`src/rtl/slt_serial_pkg.sv`:
```
// slt_serial_pkg: shared constants for the serial set-less-than unit.
//   - FSM state encoding (plain 2-bit constants)
//   - default operand width
//   - digit-count helper used to size the index counter
package slt_serial_pkg;

   localparam int DEF_WIDTH = 32;
   localparam int DEF_DIGIT = 1;

   localparam logic [1:0] IDLE = 2'd0;
   localparam logic [1:0] SCAN = 2'd1;
   localparam logic [1:0] DONE = 2'd2;

   // Number of digits scanned for a given operand/digit width.
   function automatic int ndigits(input int width, input int digit);
      return width / digit;
   endfunction

   localparam int DEF_NDIG = ndigits(DEF_WIDTH, DEF_DIGIT);

endpackage

```
`src/rtl/slt_serial_cmp_if.sv`:
```
// slt_serial_cmp_if: start/done handshake between the ALU control FSM
// (master) and the serial comparator (slave).
//   start, is_signed, a, b : request, sampled by the slave in IDLE
//   busy, done, result, eq : status / registered result
interface slt_serial_cmp_if
   import slt_serial_pkg::*;
#(
   parameter int WIDTH = DEF_WIDTH
);
   logic             start;
   logic             is_signed;
   logic [WIDTH-1:0] a;
   logic [WIDTH-1:0] b;
   logic             busy;
   logic             done;
   logic             result;
   logic             eq;

   modport master (
      output start, is_signed, a, b,
      input  busy, done, result, eq
   );

   modport slave (
      input  start, is_signed, a, b,
      output busy, done, result, eq
   );
endinterface

```
`src/rtl/slt_serial_cmp_digit_cmp.sv`:
```
// digit_cmp: unsigned compare of one DIGIT-wide slice.
//   da, db : digit slices of the (MSB-flipped) operands
//   lt     : da < db
//   ne     : da != db
module digit_cmp #(
   parameter int DIGIT = 1
) (
   input  logic [DIGIT-1:0] da,
   input  logic [DIGIT-1:0] db,
   output logic             lt,
   output logic             ne
);
   assign lt = (da < db);
   assign ne = (da != db);
endmodule

```
`src/rtl/slt_serial_cmp.sv`:
```
// slt_serial_cmp: multi-cycle SLT/SLTU. Scans the operands MSB-first one
// DIGIT per clock and stops at the first differing digit.
//   clk, rst_n : clock, asynchronous active-low reset
//   bus        : slave side of slt_serial_cmp_if
//                (start/is_signed/a/b in, busy/done/result/eq out)
// DIGIT must divide WIDTH (1, 2, 4 or 8).
module slt_serial_cmp
   import slt_serial_pkg::*;
#(
   parameter int WIDTH = DEF_WIDTH,
   parameter int DIGIT = DEF_DIGIT
) (
   input  logic             clk,
   input  logic             rst_n,
   slt_serial_cmp_if.slave  bus
);
   localparam int NDIG = ndigits(WIDTH, DIGIT);
   localparam int IW   = (NDIG > 1) ? $clog2(NDIG) : 1;

   logic [1:0]       state;
   logic [WIDTH-1:0] ra, rb;
   logic [IW-1:0]    idx;
   logic             result_q, eq_q;

   logic [DIGIT-1:0] da, db;
   logic             dlt, dne;

   // Flipping the MSB of both operands turns a signed compare into an
   // unsigned one, so the scan below is always unsigned.
   logic [WIDTH-1:0] sflip;
   assign sflip = {bus.is_signed, {(WIDTH-1){1'b0}}};

   // Digit mux: select slice idx of each latched operand.
   always_comb begin
      da = '0;
      db = '0;
      for (int k = 0; k < NDIG; k++) begin
         if (idx == IW'(k)) begin
            da = ra[k*DIGIT +: DIGIT];
            db = rb[k*DIGIT +: DIGIT];
         end
      end
   end

   digit_cmp #(.DIGIT(DIGIT)) u_dcmp (
      .da (da),
      .db (db),
      .lt (dlt),
      .ne (dne)
   );

   always_ff @(posedge clk or negedge rst_n) begin
      if (!rst_n) begin
         state    <= IDLE;
         ra       <= '0;
         rb       <= '0;
         idx      <= '0;
         result_q <= 1'b0;
         eq_q     <= 1'b0;
      end else begin
         case (state)
            IDLE: begin
               if (bus.start) begin
                  ra       <= bus.a ^ sflip;
                  rb       <= bus.b ^ sflip;
                  idx      <= IW'(NDIG - 1);
                  result_q <= 1'b0;
                  eq_q     <= 1'b0;
                  state    <= SCAN;
               end
            end
            SCAN: begin
               if (dne) begin
                  result_q <= dlt;
                  eq_q     <= 1'b0;
                  state    <= DONE;
               end else if (idx == '0) begin
                  result_q <= 1'b0;
                  eq_q     <= 1'b1;
                  state    <= DONE;
               end else begin
                  idx <= idx - IW'(1);
               end
            end
            DONE:    state <= IDLE;
            default: state <= IDLE;
         endcase
      end
   end

   // Status decodes straight from the state register; no input reaches
   // an output combinationally.
   assign bus.busy   = (state != IDLE);
   assign bus.done   = (state == DONE);
   assign bus.result = result_q;
   assign bus.eq     = eq_q;

endmodule

```
`src/flat_wrapper.sv`:
```
// flat-port wrapper written by rule: the top's interface ports become plain ports
module slt_serial_cmp_flat import slt_serial_pkg::*;
#(
   parameter int WIDTH = DEF_WIDTH,
   parameter int DIGIT = DEF_DIGIT
)
  (clk, rst_n, bus_start, bus_is_signed, bus_a, bus_b, bus_busy, bus_done, bus_result, bus_eq);
  slt_serial_cmp_if #(.WIDTH(WIDTH)) bus_i ();
  input  logic clk;
  input  logic rst_n;
  input wire logic [$bits(bus_i.start)-1:0] bus_start;
  input wire logic [$bits(bus_i.is_signed)-1:0] bus_is_signed;
  input wire logic [$bits(bus_i.a)-1:0] bus_a;
  input wire logic [$bits(bus_i.b)-1:0] bus_b;
  output wire logic [$bits(bus_i.busy)-1:0] bus_busy;
  output wire logic [$bits(bus_i.done)-1:0] bus_done;
  output wire logic [$bits(bus_i.result)-1:0] bus_result;
  output wire logic [$bits(bus_i.eq)-1:0] bus_eq;
  assign bus_i.start = bus_start;
  assign bus_i.is_signed = bus_is_signed;
  assign bus_i.a = bus_a;
  assign bus_i.b = bus_b;
  assign bus_busy = bus_i.busy;
  assign bus_done = bus_i.done;
  assign bus_result = bus_i.result;
  assign bus_eq = bus_i.eq;
  slt_serial_cmp #(.WIDTH(WIDTH), .DIGIT(DIGIT)) u_core (.clk(clk), .rst_n(rst_n), .bus(bus_i));
endmodule
```
`config.mk`:
```
export PLATFORM = sky130hd
export DESIGN_NAME = slt_serial_cmp_flat
export DESIGN_NICKNAME = d
export VERILOG_FILES = /design/src/rtl/slt_serial_pkg.sv /design/src/rtl/slt_serial_cmp_if.sv /design/src/rtl/slt_serial_cmp_digit_cmp.sv /design/src/rtl/slt_serial_cmp.sv /design/src/flat_wrapper.sv
export SDC_FILE = /design/constraint.sdc
export NUM_CORES = 1
export LEC_CHECK = 0
export ABC_AREA = 1
export CAP_MARGIN = 20
export CORE_ASPECT_RATIO = 0.7
export CORE_UTILIZATION = 47
export CTS_CLUSTER_DIAMETER = 100
export DETAILED_ROUTE_END_ITERATION = 8
export PLACE_DENSITY = 0.87
export SYNTH_ARGS = -nofsm -noshare
export SYNTH_HDL_FRONTEND = slang
export SYNTH_SLANG_ARGS = --single-unit
```
`constraint.sdc`:
```
create_clock -name clk -period 3.85 [get_ports clk]
set_input_delay 0.77 -clock clk [delete_from_list [all_inputs] [get_ports clk]]
set_output_delay 0.77 -clock clk [all_outputs]
set_load 0.1 [all_outputs]
```
==> results of run 1 <==
[logic make-up (layout without fill, tap and decap cells)]
| kind of cell | after synthesis | after routing | synth area share [%] |
|---|---|---|---|
| compound gates | 54 | 54 | 7.51 |
| xor+xnor | 2 | 2 | 0.456 |
| fa+ha+maj | 6 | 6 | 1.95 |
| buf+inv | 85 | 169 | 8.56 |
| flops | 73 | 73 | 47.5 |
| simple gates | 321 | 322 | 34.0 |
[power by group]
part           internal (mW)  total, mW  switching, mW
clock network          0.441      0.726          0.285
logic                  0.479       1.31          0.836
registers               1.12       1.32          0.208
total                   2.04       3.36           1.33
[cells in the mapped netlist]
| cell type | n | area share (%) |
|---|---|---|
| clkbuf_1 | 13 | 1.3 |
| inv_2 | 5 | 0.49 |
| a41oi_1 | 1 | 0.23 |
| a22oi_1 | 1 | 0.20 |
| ha_1 | 6 | 2.0 |
| clkinv_1 | 1 | 0.097 |
| xor2_1 | 1 | 0.23 |
| a21oi_1 | 14 | 1.8 |
| inv_1 | 61 | 6.0 |
| nor2_4 | 1 | 0.29 |
| nor3_1 | 19 | 2.5 |
| nor2_1 | 19 | 1.9 |
| nand3_1 | 28 | 3.6 |
| or2_2 | 4 | 0.65 |
| a21oi_2 | 1 | 0.23 |
| xnor2_1 | 1 | 0.23 |
| o21bai_1 | 1 | 0.20 |
| nand4_1 | 3 | 0.49 |
| buf_1 | 2 | 0.20 |
| dfrtp_1 | 73 | 47 |
| nor2_2 | 1 | 0.16 |
| o21ai_1 | 2 | 0.26 |
| buf_6 | 1 | 0.29 |
| nor3_2 | 1 | 0.26 |
| o211ai_1 | 1 | 0.20 |
| nand3_2 | 1 | 0.26 |
| or2_0 | 1 | 0.16 |
| a22o_1 | 1 | 0.23 |
| or2_1 | 1 | 0.16 |
| nand2_1 | 242 | 24 |
| buf_2 | 2 | 0.26 |
| o21ai_0 | 32 | 4.2 |
[layer usage]
layer | vias up | wire length [µm]
li1 | 1835 | -
met1 | 1726 | 4460
met2 | 176 | 4780
met3 | 26 | 846
met4 | 0 | 185
met5 | - | 0
[state kept, by name, summed over array words and instances, names as in the netlist]
signal	cells
u_core.bus.eq	1
u_core.bus.result	1
u_core.idx	5
u_core.ra	32
u_core.rb	32
u_core.state	2
[worst min-delay path by stage]
stage                                    startpoint                   endpoint  slack [ns]  cells past startpoint
after CTS                  u_core.ra[6]$_DFFE_PN0P_   u_core.ra[6]$_DFFE_PN0P_        0.47                      2
after detailed placement   u_core.ra[6]$_DFFE_PN0P_   u_core.ra[6]$_DFFE_PN0P_        0.46                      2
final                      u_core.ra[6]$_DFFE_PN0P_   u_core.ra[6]$_DFFE_PN0P_        0.46                      2
after floorplan           u_core.ra[10]$_DFFE_PN0P_  u_core.ra[10]$_DFFE_PN0P_        0.43                      2
after global placement     u_core.ra[8]$_DFFE_PN0P_   u_core.ra[8]$_DFFE_PN0P_        0.45                      2
after global routing       u_core.rb[9]$_DFFE_PN0P_   u_core.rb[9]$_DFFE_PN0P_        0.50                      2
[placed cells by master, fill, tap and decap left out, drive strengths merged]
cell type      instances
nor3                  20
buf                   19
clkbuf                12
clkdlybuf4s50         70
o211ai                 1
nor2                  22
nand3                 29
xnor2                  1
clkinv                 2
or2                    6
nand4                  3
ha                     6
a22oi                  1
nand2                242
o21ai                 34
dfrtp                 73
a41oi                  1
o21bai                 1
a21oi                 15
inv                   66
a22o                   1
xor2                   1
[tightest hold or removal path: cells and delay by family (launching register included)]
kind             cells  cell delay (ns)
DFF                  1             0.33
and+or+nand+nor      2             0.10
[stage by stage]
| step | worst slack, ns | cell area (µm²) | total power [mW] |
|---|---|---|---|
| 2_1_floorplan | 0.151 | 3850 | 1.99 |
| 3_3_place_gp | 0.0583 | 4680 | 2.33 |
| 3_5_place_dp | -0.209 | 4680 | 2.40 |
| 4_1_cts | 0.00864 | 5040 | 3.19 |
| 5_1_grt | -0.446 | 5190 | 3.58 |
| 6_report | -0.0936 | 5190 | 3.36 |
[area by class of cell]
class / instances / area [µm²]
clock buffer: 12 / 246
clock inverter: 1 / 5.00
fill: 656 / 2710
inverter: 67 / 256
multi-input combinational: 384 / 1870
sequential: 73 / 1830
tap: 101 / 126
timing repair buffer: 89 / 861
[repair_timing]
action,CTS,global route
endpoints found under the hold margin,0,0
hold buffers,0,0
buffers inserted,4,4
endpoints found under the setup margin,6,9
gates cloned,1,0
resized for setup,15,36
pin swaps,2,10
==> flow_summary_export.csv, run 1 <==
group,metric,value,unit
placement,gp_congestion,0.865,
worst_setup_path,path_max_fanout,6,
synth,syn_area,0.00385,mm²
floorplan,die_w,110,µm
timing,fin_crit,3.94,ns
worst_setup_path,timing.rr.start,"u_core.idx[2]$_DFFE_PN0P_",
timing,fin_setup_tns,-0.316,ns
timing,whs,0.463,ns
synth,synth_nets,615,
global_route,grt_pass1_wl,15.9,mm
placement,placed_cells,705,
worst_setup_path,cp-end-kind,"register",
floorplan,die_h,77.7,µm
worst_setup_path,regToRegEndpoint,"u_core.idx[4]$_DFFE_PN0P_",
global_route,grt_max_degree,81,
cells_and_area,stdcell_count,727,
job,drv_cap,0,
global_route,top_usage_layer,"met2",
cells_and_area,layout.nets,698,
timing,finalHoldViolations,0,
global_route,antenna_found_initial,0,
power_and_ir_drop,leakage,2.54,nW
hold_path,hp-class,"register to register",
worst_setup_path,critPathLaunch,"u_core.idx[2]$_DFFE_PN0P_",
detailed_routing,dr_total_vias,3763,
worst_setup_path,crit_arrival,4.15,ns
floorplan,start_util,48.7,%
floorplan,core_area,0.00791,mm²
run_status,failed_checks,"setup timing",
synth,ys_seq_elements,73,
worst_setup_path,crit_cells,45,
global_route,track_usage,24.3,%
timing,setup_viol,5,
worst_setup_path,crit_buf_inv,9,
detailed_routing,ant_nets,0,
clock_network,cts_htree_levels,3,
timing,fin_crit_sh,102,%
cells_and_area,finalCoreUtilization,65.7,%
clock_network,numCtsBuffers,9,
power_and_ir_drop,ir_drop,0.000343,V
synth,seq_area_frac_synth,47.5,%
detailed_routing,viasPerCell,5.18,
power_and_ir_drop,cellPowerDensity,648,mW/mm²
global_route,grt_pass1_vias,3510,
worst_setup_path,cp-start-kind,"register",
global_route,grt_util_met3,7.06,%
worst_setup_path,cpMaxStageDelayCell,"dfrtp_2",
global_route,grtUsageMet1,31.9,%
clock_network,cts_buffer_depth,2,
cells_and_area,area_growth,35.1,%
synth,yosys_warnings,0,
detailed_routing,wl_per_cell,14.1,µm
timing,fin_worst_skew,0.00723,ns
floorplan,num_io_pins,72,
worst_setup_path,criticalPathCategory,"register to register",
synth,synthesis.instances,541,
clock_network,root_buffer,"clkbuf_16",
timing,slew_headroom,34.6,%
floorplan,dieArea,0.00855,mm²
worst_setup_path,max_stage_delay,0.46,ns
synth,postSynthAreaPerCell,7.11,µm²
cells_and_area,drive_gt1_share,12.8,%
placement,io_buffers,71,
clock_network,worstSkewPairLatency,0.33,ns
timing,slew_violations,0,
detailed_routing,drt_iter0_drc,310,
worst_setup_path,required,4.06,ns
worst_setup_path,critical-path-top-delay-family,"simple AND/OR/NAND/NOR gates",
worst_setup_path,endpoint,"u_core.idx[4]$_DFFE_PN0P_",
synth,synth_cell_types,32,
cells_and_area,antenna_cells,0,
worst_setup_path,reg2reg_depth,45,
clock_network,tritoncts,"yes",
timing,fin_ws,-0.0936,ns
floorplan,rows,27,
timing,max_freq,254,MHz
timing,rsz0062_at_grt,"true",
clock_network,clock_sinks,73,
detailed_routing,drc,0,
placement,dp_hpwl,6.64,mm
detailed_routing,dr.pass1.iters,5,
run_status,status,"finished with violations",
global_route,grt_util_met2,38.6,%
timing,worstMarginPinSlew,0.978,ns
detailed_routing,totalWireLength,10.3,mm
worst_setup_path,crit_path_frequent_cell,"nand2_1",
clock_network,path_clk_slew,0.06,ns
worst_setup_path,r2r_setup_slack,-0.09,ns
global_route,overflow,0,
(Power assumes the default switching activity.)
==> run 2: changes to the inputs <==
Settings changed: CTS_CLUSTER_DIAMETER 100 to 200, GPL_ROUTABILITY_DRIVEN set to 0.
==> results of run 2 <==
Same layout as run 1: the final DEF is identical, and so are final timing and power.
